==> src/rtl/cpu_core_mc.sv <==
// Multi-cycle core for the 4-bit-opcode instruction set, running from one external
// single-port memory over a registered req/ack handshake that tolerates any number of wait states.
//
// state  | meaning
// FETCH  | read instruction at pc (request issued here or on entry)
// DECODE | choose data access, execute or halt
// MEMRD  | data read for LD from memory
// EXEC   | single-cycle ALU / branch / immediate LD
// MEMWR  | data write for STR
// HALT   | terminal until reset
module cpu_core_mc #(
  parameter int BUSW     = 32,
  parameter int MINDW    = 12,
  parameter int RINDW    = 4,
  parameter int RESET_PC = 2
) (
  input  logic             clk,
  input  logic             rst_n,
  output logic             mem_req,
  output logic             mem_we,
  output logic [MINDW-1:0] mem_addr,
  output logic [BUSW-1:0]  mem_wdata,
  input  logic [BUSW-1:0]  mem_rdata,
  input  logic             mem_ack,
  output logic             halted,
  output logic [MINDW-1:0] pc,
  output logic [4:0]       psr
);

  localparam int NREG = 2 ** RINDW;

  localparam logic [3:0] OP_LD  = 4'd1;
  localparam logic [3:0] OP_STR = 4'd2;
  localparam logic [3:0] OP_BRA = 4'd3;
  localparam logic [3:0] OP_XOR = 4'd4;
  localparam logic [3:0] OP_ADD = 4'd5;
  localparam logic [3:0] OP_ROT = 4'd6;
  localparam logic [3:0] OP_SHF = 4'd7;
  localparam logic [3:0] OP_HLT = 4'd8;
  localparam logic [3:0] OP_CMP = 4'd9;

  typedef enum logic [2:0] {
    S_FETCH, S_DECODE, S_MEMRD, S_EXEC, S_MEMWR, S_HALT
  } state_t;

  state_t            state_q, state_d;
  logic [BUSW-1:0]   ir_q, ir_d;
  logic [MINDW-1:0]  pc_q, pc_d, pc_inc;
  logic [4:0]        psr_q, psr_d;
  logic              req_q, req_d, we_q, we_d, halted_q, halted_d;
  logic [MINDW-1:0]  addr_q, addr_d;
  logic [BUSW-1:0]   wdata_q, wdata_d;

  logic [BUSW-1:0]   rf [NREG];
  logic              rf_we;
  logic [RINDW-1:0]  rf_waddr;
  logic [BUSW-1:0]   rf_wdata;

  logic [3:0]        op, cc;
  logic              srctype;
  logic [MINDW-1:0]  src, dst;
  logic [BUSW-1:0]   imm, ra, opb;
  logic [4:0]        cnt, mag;

  logic [BUSW-1:0]   alu_res;
  logic              alu_c, alu_wr, take;
  logic [BUSW:0]     wide, ring;

  assign op      = ir_q[BUSW-1 -: 4];
  assign srctype = ir_q[BUSW-5];
  assign cc      = ir_q[BUSW-5 -: 4];
  assign src     = ir_q[2*MINDW-1:MINDW];
  assign dst     = ir_q[MINDW-1:0];
  assign imm     = {{(BUSW-MINDW){1'b0}}, src};
  assign ra      = rf[dst[RINDW-1:0]];
  assign opb     = srctype ? imm : rf[src[RINDW-1:0]];
  assign cnt     = src[4:0];
  assign mag     = cnt[4] ? (5'd0 - cnt) : cnt;
  assign pc_inc  = pc_q + MINDW'(1);

  function automatic logic [4:0] flags_of(input logic [BUSW-1:0] r, input logic c);
    return {~|r, r[BUSW-1], ~r[0], ^r, c};
  endfunction

  // Shifts and rotates use a BUSW+1 wide scratch word so the carry bit falls out of the slice.
  always_comb begin
    alu_res = ra;
    alu_c   = psr_q[0];
    alu_wr  = 1'b0;
    wide    = '0;
    ring    = {psr_q[0], ra};
    case (op)
      OP_LD:  begin alu_res = opb; alu_wr = 1'b1; end
      OP_XOR: begin alu_res = ra ^ opb; alu_c = 1'b0; alu_wr = 1'b1; end
      OP_ADD: begin {alu_c, alu_res} = {1'b0, ra} + {1'b0, opb}; alu_wr = 1'b1; end
      OP_CMP: begin alu_res = ~opb; alu_c = 1'b0; alu_wr = 1'b1; end
      OP_SHF: begin
        alu_wr = 1'b1;
        if (cnt != 5'd0) begin
          if (!cnt[4]) begin
            wide    = {1'b0, ra} << mag;
            alu_res = wide[BUSW-1:0];
            alu_c   = wide[BUSW];
          end else begin
            wide    = {ra, 1'b0} >> mag;
            alu_res = wide[BUSW:1];
            alu_c   = wide[0];
          end
        end
      end
      OP_ROT: begin
        alu_wr = 1'b1;
        if (cnt != 5'd0) begin
          if (!cnt[4]) wide = (ring << mag) | (ring >> (BUSW + 1 - int'(mag)));
          else         wide = (ring >> mag) | (ring << (BUSW + 1 - int'(mag)));
          alu_res = wide[BUSW-1:0];
          alu_c   = wide[BUSW];
        end
      end
      default: ;
    endcase
  end

  always_comb begin
    case (cc)
      4'd0:    take = 1'b1;
      4'd1:    take = psr_q[1];
      4'd2:    take = psr_q[2];
      4'd3:    take = psr_q[0];
      4'd4:    take = psr_q[3];
      4'd5:    take = psr_q[4];
      4'd6:    take = ~psr_q[0];
      4'd7:    take = ~psr_q[3];
      default: take = 1'b0;
    endcase
  end

  always_comb begin
    state_d  = state_q;
    ir_d     = ir_q;
    pc_d     = pc_q;
    psr_d    = psr_q;
    req_d    = req_q;
    we_d     = we_q;
    addr_d   = addr_q;
    wdata_d  = wdata_q;
    halted_d = halted_q;
    rf_we    = 1'b0;
    rf_waddr = dst[RINDW-1:0];
    rf_wdata = alu_res;
    case (state_q)
      // After a data access the fetch request is held back one cycle to keep an idle gap.
      S_FETCH: begin
        if (!req_q) begin
          req_d  = 1'b1;
          we_d   = 1'b0;
          addr_d = pc_q;
        end else if (mem_ack) begin
          req_d   = 1'b0;
          ir_d    = mem_rdata;
          state_d = S_DECODE;
        end
      end
      S_DECODE: begin
        case (op)
          OP_LD: begin
            if (!srctype) begin
              state_d = S_MEMRD;
              req_d   = 1'b1;
              we_d    = 1'b0;
              addr_d  = src;
            end else begin
              state_d = S_EXEC;
            end
          end
          OP_STR: begin
            state_d = S_MEMWR;
            req_d   = 1'b1;
            we_d    = 1'b1;
            addr_d  = dst;
            wdata_d = opb;
          end
          OP_HLT: begin
            state_d  = S_HALT;
            halted_d = 1'b1;
          end
          default: state_d = S_EXEC;
        endcase
      end
      S_MEMRD: begin
        if (mem_ack) begin
          req_d    = 1'b0;
          rf_we    = 1'b1;
          rf_wdata = mem_rdata;
          psr_d    = flags_of(mem_rdata, psr_q[0]);
          pc_d     = pc_inc;
          state_d  = S_FETCH;
        end
      end
      S_MEMWR: begin
        if (mem_ack) begin
          req_d   = 1'b0;
          we_d    = 1'b0;
          pc_d    = pc_inc;
          state_d = S_FETCH;
        end
      end
      S_EXEC: begin
        pc_d = pc_inc;
        if (op == OP_BRA) begin
          if (take) pc_d = dst;
        end else if (alu_wr) begin
          rf_we = 1'b1;
          psr_d = flags_of(alu_res, alu_c);
        end
        state_d = S_FETCH;
        req_d   = 1'b1;
        we_d    = 1'b0;
        addr_d  = pc_d;
      end
      S_HALT:  ;
      default: state_d = S_FETCH;
    endcase
  end

  always_ff @(posedge clk or negedge rst_n) begin
    if (!rst_n) begin
      state_q  <= S_FETCH;
      ir_q     <= '0;
      pc_q     <= MINDW'(RESET_PC);
      psr_q    <= '0;
      req_q    <= 1'b0;
      we_q     <= 1'b0;
      addr_q   <= '0;
      wdata_q  <= '0;
      halted_q <= 1'b0;
    end else begin
      state_q  <= state_d;
      ir_q     <= ir_d;
      pc_q     <= pc_d;
      psr_q    <= psr_d;
      req_q    <= req_d;
      we_q     <= we_d;
      addr_q   <= addr_d;
      wdata_q  <= wdata_d;
      halted_q <= halted_d;
    end
  end

  always_ff @(posedge clk or negedge rst_n) begin
    if (!rst_n) begin
      for (int i = 0; i < NREG; i++) rf[i] <= '0;
    end else if (rf_we) begin
      rf[rf_waddr] <= rf_wdata;
    end
  end

  assign mem_req   = req_q;
  assign mem_we    = we_q;
  assign mem_addr  = addr_q;
  assign mem_wdata = wdata_q;
  assign halted    = halted_q;
  assign pc        = pc_q;
  assign psr       = psr_q;

endmodule
==> config.mk <==
export PLATFORM = sky130hd
export DESIGN_NAME = cpu_core_mc
export DESIGN_NICKNAME = d
export VERILOG_FILES = /design/src/rtl/cpu_core_mc.sv
export SDC_FILE = /design/constraint.sdc
export NUM_CORES = 2
export LEC_CHECK = 0
export CORE_MARGIN = 3
export CORE_UTILIZATION = 30
export DETAILED_ROUTE_END_ITERATION = 7
export SLEW_MARGIN = 20
export SYNTH_ARGS = -nofsm -noshare
export SYNTH_HDL_FRONTEND = slang
export SYNTH_SLANG_ARGS = --single-unit
export TNS_END_PERCENT = 1
==> constraint.sdc <==
create_clock -name clk -period 17.57 [get_ports clk]
set_input_delay 3.514 -clock clk [delete_from_list [all_inputs] [get_ports clk]]
set_output_delay 3.514 -clock clk [all_outputs]
set_load 0.01 [all_outputs]
After elaboration in Yosys (flattened, before gate mapping)
Cells that the tools add are included.
{ "classes": {"n_addsub": 4, "order_cmp": 3, "n_eq_ne": 33, "n_shift": 6, "muxes": 56, "bitwise_logic": 13, "n_reduce_logical": 29} }
{ "op_table": {"columns": ["op", "count"], "rows": [
  ["512-bit bitwise mux", 1],
  ["32-bit two-way mux", 11],
  ["32-bit binary-select mux with 4-bit select", 2],
  ["32-bit one-hot mux with 6 select lines", 1],
  ["32-bit demux with 4-bit select", 1],
  ["33-bit OR", 2],
  ["33-bit by 5-bit right shift with 33-bit output", 2],
  ["32-bit OR reduction", 2],
  ["32-bit parity", 2],
  ["12-bit two-way mux", 5],
  ["12-bit one-hot mux with 2 select lines", 2],
  ["12-bit one-hot mux with 3 select lines", 1],
  ["32-bit by 32-bit adder with 33-bit output", 1],
  ["33-bit two-way mux", 1],
  ["32-bit by 5-bit left shift with 33-bit output", 1],
  ["33-bit by 32-bit left shift with 33-bit output", 1],
  ["33-bit by 5-bit left shift with 33-bit output", 1],
  ["33-bit by 32-bit right shift with 33-bit output", 1],
  ["4-bit by 3-bit equality test with 1-bit output, second input constant", 8],
  ["32-bit NOT", 1],
  ["32-bit bitwise XOR", 1],
  ["5-bit two-way mux", 4],
  ["2-bit != test, second input constant", 9],
  ["4-bit by 2-bit equality test with 1-bit output, second input constant", 4],
  ["other kinds (37)", 79]
]} }
{ "totals": {"regBits": 611, "in_bits": 35, "output_inout_bits": 64, "word_cells": 170} }

Depth between registers and ports, before layout
{ "depth": {"ltp_word": 14, "depth_mapped": 42, "mapped_depth_nobuf": 25} }

Worst setup path after synthesis
No wires, ideal clock.
{ "synth_path": {"kind": "register to register", "from": "register ir_q[12]", "to": "register psr_q[1] (netlist: psr[1])", "setup_ns": 0.142, "arrival_ns": 8.186, "required_time_ns": 17.428, "slack_ns": 9.242, "stages_incl_launch_ff": 42, "path_buffers": 20, "synth_period_minus_slack_ns": 8.328, "cell_sequence": "dfrtp_1 > buf_4 > buf_4 > buf_6 > buf_6 > buf_6 > inv_1 > buf_2 > buf_2 > buf_2 > buf_2 > buf_2 > buf_2 > ha_1 > clkbuf_1 > nand2b_1 > xnor2_1 > inv_1 > [... 6 more ...] > clkinv_1 > clkbuf_1 > clkbuf_1 > clkbuf_1 > nor2_1 > a211oi_1 > nand4_1 > a211o_1 > a311oi_1 > nand2b_1 > ha_1 > xor2_1 > xnor2_1 > xnor2_1 > xnor2_1 > nand2_1 > o21ai_0 > a21oi_1"} }
{ "synth_via": {"elab_chain_cells": 12, "elab_cells_between_ends": 29, "cone_classes": "add/sub: 3; shift: 6; mux: 13; bitwise: 5; reduce/logical: 2"} }
{ "synth_rtl": {"columns": ["item", "line", "text"], "rows": [
  ["from (decl)", "47", "logic [BUSW-1:0] ir_q, ir_d;"],
  ["from (signal assigned)", "239", "ir_q <= ir_d;"],
  ["1-bit by 5-bit subtractor with 5-bit output", "78", "assign mag = cnt[4] ? (5'd0 - cnt) : cnt;"],
  ["5-bit two-way mux", "78", null],
  ["6-bit by 5-bit subtractor with 7-bit output", "114, 115", null],
  ["33-bit by 32-bit right shift with 33-bit output or 33-bit by 32-bit left shift with 33-bit output (tied branches)", "114, 115", null],
  ["33-bit OR, on equally long branches", "114, 115", null],
  ["33-bit two-way mux", "114", "if (!cnt[4]) wide = (ring << mag) | (ring >> (BUSW + 1 - int'(mag)));"],
  ["32-bit two-way mux", "113", "if (cnt != 5'd0) begin"],
  ["32-bit one-hot mux with 6 select lines (*)", "92", "case (op)"],
  ["32-bit parity (*)", "82", "return {~|r, r[BUSW-1], ~r[0], ^r, c};"],
  ["5-bit two-way mux (*)", "212", "end else if (alu_wr) begin"],
  ["5-bit two-way mux (*)", "210", "if (op == OP_BRA) begin"],
  ["5-bit one-hot mux with 2 select lines (*)", "151", "case (state_q)"],
  ["to (signal assigned)", "241", "psr_q <= psr_d;"],
  ["to (decl)", "49", "logic [4:0] psr_q, psr_d;"]
]} }
Every way passes the cells marked *; elsewhere a longest branch is shown, timed or not. The select of a mux whose other input is x is not followed.
A chain may end at the register's enable or synchronous reset.

Worst setup path after layout
{ "layout_path": {"from": "register ir_q[12]", "to": "register psr_q[1] (netlist: psr[1])"} }
{ "layout_via": {"elab_cells_between_ends": 29, "cone_classes": "add/sub: 3; shift: 6; mux: 13; bitwise: 5; reduce/logical: 2"} }
{ "layout_rtl": {"columns": ["item", "line", "text"], "rows": [
  ["4-bit NOT with 5-bit output (implied by the code) (*)", "76", "assign opb = srctype ? imm : rf[src[RINDW-1:0]];"],
  ["32-bit binary-select mux with 4-bit select (*)", "76", null],
  ["32-bit two-way mux (implied by the code) (*) (2 in series)", "76", null],
  ["32-bit two-way mux (*)", "76", null],
  ["via opb[10]", "62", "logic [BUSW-1:0] imm, ra, opb;"],
  ["32-bit by 32-bit adder with 33-bit output (tied with other cells)", "95", "OP_ADD: begin {alu_c, alu_res} = {1'b0, ra} + {1'b0, opb}; alu_wr = 1'b1; end"],
  ["32-bit one-hot mux with 6 select lines (*)", "92", null],
  ["32-bit parity (*)", "82", null],
  ["5-bit two-way mux (*)", "212", null],
  ["5-bit two-way mux (*)", "210", null],
  ["5-bit one-hot mux with 2 select lines (*)", "151", null]
]} }
Mark *: on every way through the listed nets, which the timed path passes. The rest lies on a longest branch. The select of a mux whose other input is x is not followed.

==> run summary <==
H-tree Lvls = 3
layout overhead on the synthesized area = 12.89%
final critical-path share of the clock period = 0.5376
iteration-0 DRC count of the detailed router = 7,181
largest net degree at the start of global routing = 162
Least-Margin Pin Slew = 1.387 ns
number of detailed-routing iterations run before antenna repair = 8
FF+latch count, synth = 611
clock tree from TritonCTS = built
most frequent cell after synthesis = nand2_1
number of clock sinks = 611
arrival time of data at the critical path endpoint = 9.98 ns
input/output buffers = 98
synthesized area = 0.04642 sq mm
final setup margin = 8.124 ns
share of synthesized area occupied by flip-flops and latches = 0.3294
average size of a mapped cell = 8.989 sq um
via count of the first global-routing pass = 43,580
remaining routing DRC violations = 10
Final Critical Period = 9.446 ns
I/O pin count = 99
count of cell types in the netlist = 112
number of cells produced by synthesis = 5,164
pins over their slew limit = 0
maximum fanout encountered on the critical timing path = 37
clock tree buffer depth = 3
global-route wire length before repair = 357,800 um
max-cap check violation count = 0
Yosys top cell by area = dfrtp_1
die boundary width = 399.4 um
hold-fix buffer count after cts = 0
CP required = 18.10 ns
final worst clock skew = 0.03094 ns
count of nets after finishing = 5,183
CP Launch Type = register
CTS clk-pin slew, worst paths = 0.06 ns
core outline area = 0.1528 sq mm
sort of element at the end of the critical path = register
Final Hold Vio Count = 0
total of fill cells in the finished design = 15,860
endpoints failing setup = 0
initial standard-cell utilization of the core = 0.3038
violations in the final reports = design-rule violations
number of non-filler instances in the completed layout = 7,188
number of flops mapped to enable cells by yosys = 0
top-area cell type share of the netlist area = 0.3288
buffer cell driving the clock tree root = clkbuf_16
start-to-end type of the worst setup path = reg2reg
total global routing track utilization = 0.3175
initial antenna violation count = 21
DP Cell Count = 7,032
synth warn = 0
CTS-repair resized insts = 0
core utilization of the finished layout = 0.3429
top area cells in the synthesized netlist = dfrtp_1, mux4_2, nand2_1
list of most frequent post-synthesis cells = nand2_1, dfrtp_1, nor2_1
net count of the mapped netlist = 5,266
# Post-CTS Setup Buffers = 0
share of flip-flops with an asynchronous set or reset after synthesis = 1.000
Placement Setup Slack = 8.340 ns
via total after detailed routing = 46,860
normalized max-slew margin = 0.07009
TNS Setup = 0 ns
Die Footprint = 0.1595 sq mm
setup repair after global routing missed its margin = no
Post-Route WL = 259,400 um
clock latency on the worst-skew pair = 0.67 ns
Avg WL per Cell = 36.08 um
maximum clock frequency = 0.1059 GHz
Hold Crit Class = reg2reg
GP Congestion = 1.109
total half-perimeter wirelength after legalization and detailed placement = 192,300 um
floorplan die height = 399.4 um
global route total overflow = 0
status = finished with violations
number of placement rows = 143
total clock buffers created by CTS = 72
proportion of layout cells with a drive suffix above 1 = 0.1607
remaining number of nets flagged by the antenna check after routing = 0
number of vias per cell = 6.520
dominant register cell in the synthesized netlist = dfrtp_1
## layer usage
layer  up-vias  routed length [um]  track usage
met5         -                 187     0.006773
met3       849               32950       0.1088
met2      3518              106400       0.4487
met4         8               20870       0.2114
met1     23280               98930       0.4076
li1      19210                   -            -
## kinds of logic (layout without fill, tap and decap cells)
| group | Yosys count | in the layout | synth area share |
|---|---|---|---|
| AOI/OAI and AO/OA | 1572 | 1572 | 0.2170 |
| xor gates and xnor gates | 73 | 73 | 0.01437 |
| adders and majority gates | 68 | 68 | 0.01844 |
| buffers and inverters | 537 | 513 | 0.05291 |
| DFF | 611 | 611 | 0.3294 |
| muxes | 607 | 607 | 0.2093 |
| other | 0 | 18 | 0 |
| and+or+nand+nor | 1696 | 1696 | 0.1585 |
## critical path, stage by stage (launching register included)
cell       delay, ns
dfrtp_4         0.59
buf_4           0.61
buf_4           0.74
buf_4           0.72
mux4_2          0.59
mux2i_1         0.27
o221ai_1        0.55
ha_1            0.59
nand4_1         0.17
o311ai_0        0.80
o22ai_1         0.33
or4_1           0.70
a2111oi_0       0.58
nor3_1          0.10
o31ai_1         0.42
inv_1           0.14
ha_1            0.31
xor2_1          0.18
xnor2_1         0.21
xnor2_1         0.16
xnor2_1         0.16
nand2_1         0.10
o21ai_0         0.10
a21oi_1         0.09
## stage by stage
stage                     area (sq um)  hold slack (ns)
after global routing             52360           0.5039
after detailed placement         49640           0.4692
after floorplan                  46420           0.4598
after global placement           49570           0.4618
final                            52400           0.4751
after CTS                        52260           0.4813
## sequential cells by signal (all words and copies together) (netlist names)
| signal | cells |
|---|---|
| halted | 1 |
| ir_q | 32 |
| mem_addr | 12 |
| mem_req | 1 |
| mem_wdata | 32 |
| mem_we | 1 |
| pc | 12 |
| psr | 5 |
| rf | 512 |
| state_q | 3 |
## path summary, 6_finish.rpt
| path | startpoint | to | slack, ns | cells after the start |
|---|---|---|---|---|
| min reg2reg | mem_addr[0]$_DFFE_PN0P_ | mem_addr[0]$_DFFE_PN0P_ | 0.48 | 2 |
| max in group asynchronous | rst_n | ir_q[1]$_DFFE_PN0P_ | 11.69 | 5 |
| min | mem_addr[0]$_DFFE_PN0P_ | mem_addr[0]$_DFFE_PN0P_ | 0.48 | 2 |
| min in group asynchronous | rst_n | rf[344]$_DFFE_PN0P_ | 2.72 | 1 |
| max | ir_q[12]$_DFFE_PN0P_ | psr[1]$_DFFE_PN0P_ | 8.12 | 23 |
| max reg2reg | ir_q[12]$_DFFE_PN0P_ | psr[1]$_DFFE_PN0P_ | 8.12 | 23 |
## cells in the final DEF, fill, tap and decap left out, types with 17 or more instances in the layout
cell	netlist	layout
nor4_1	20	18
mux4_2	281	281
o21ai_0	380	377
o21ai_1	22	22
a211oi_1	48	47
nor2b_1	38	36
nor2_1	555	530
clkbuf_16	0	75
clkbuf_8	0	18
o22ai_1	73	72
and2_1	29	29
dfrtp_1	610	602
o211ai_1	48	48
nor2_2	0	21
diode_2	0	18
a221oi_1	18	18
and3_1	24	24
a21o_1	19	19
or2_2	17	17
a21oi_1	388	387
a31oi_1	133	133
inv_1	77	72
nand3_1	127	127
buf_4	33	189
or3_1	22	22
nand4_1	44	44
xnor2_1	59	56
o221ai_1	19	19
a22oi_1	85	85
nand2_1	689	688
clkdlybuf4s50_1	0	97
o31ai_1	81	77
nand2b_1	26	26
mux2i_1	240	239
ha_1	66	65
mux2_2	83	83
nor3_1	62	57
## layout make-up
type	instances	area, sq um	area share
clock inverter	27	449.2	0.008572
multi-input combinational	4016	28970	0.5528
inverter	84	317.8	0.006065
sequential	611	15310	0.2922
clock buffer	106	2173	0.04147
antenna	18	45.04	0.0008596
tap	2030	2540	0.04847
timing repair buffer	296	2594	0.04950
Power is left out: the tool's default activity adds up to more than one toggle a clock period on the data nets, which glitch-free logic cannot reach.
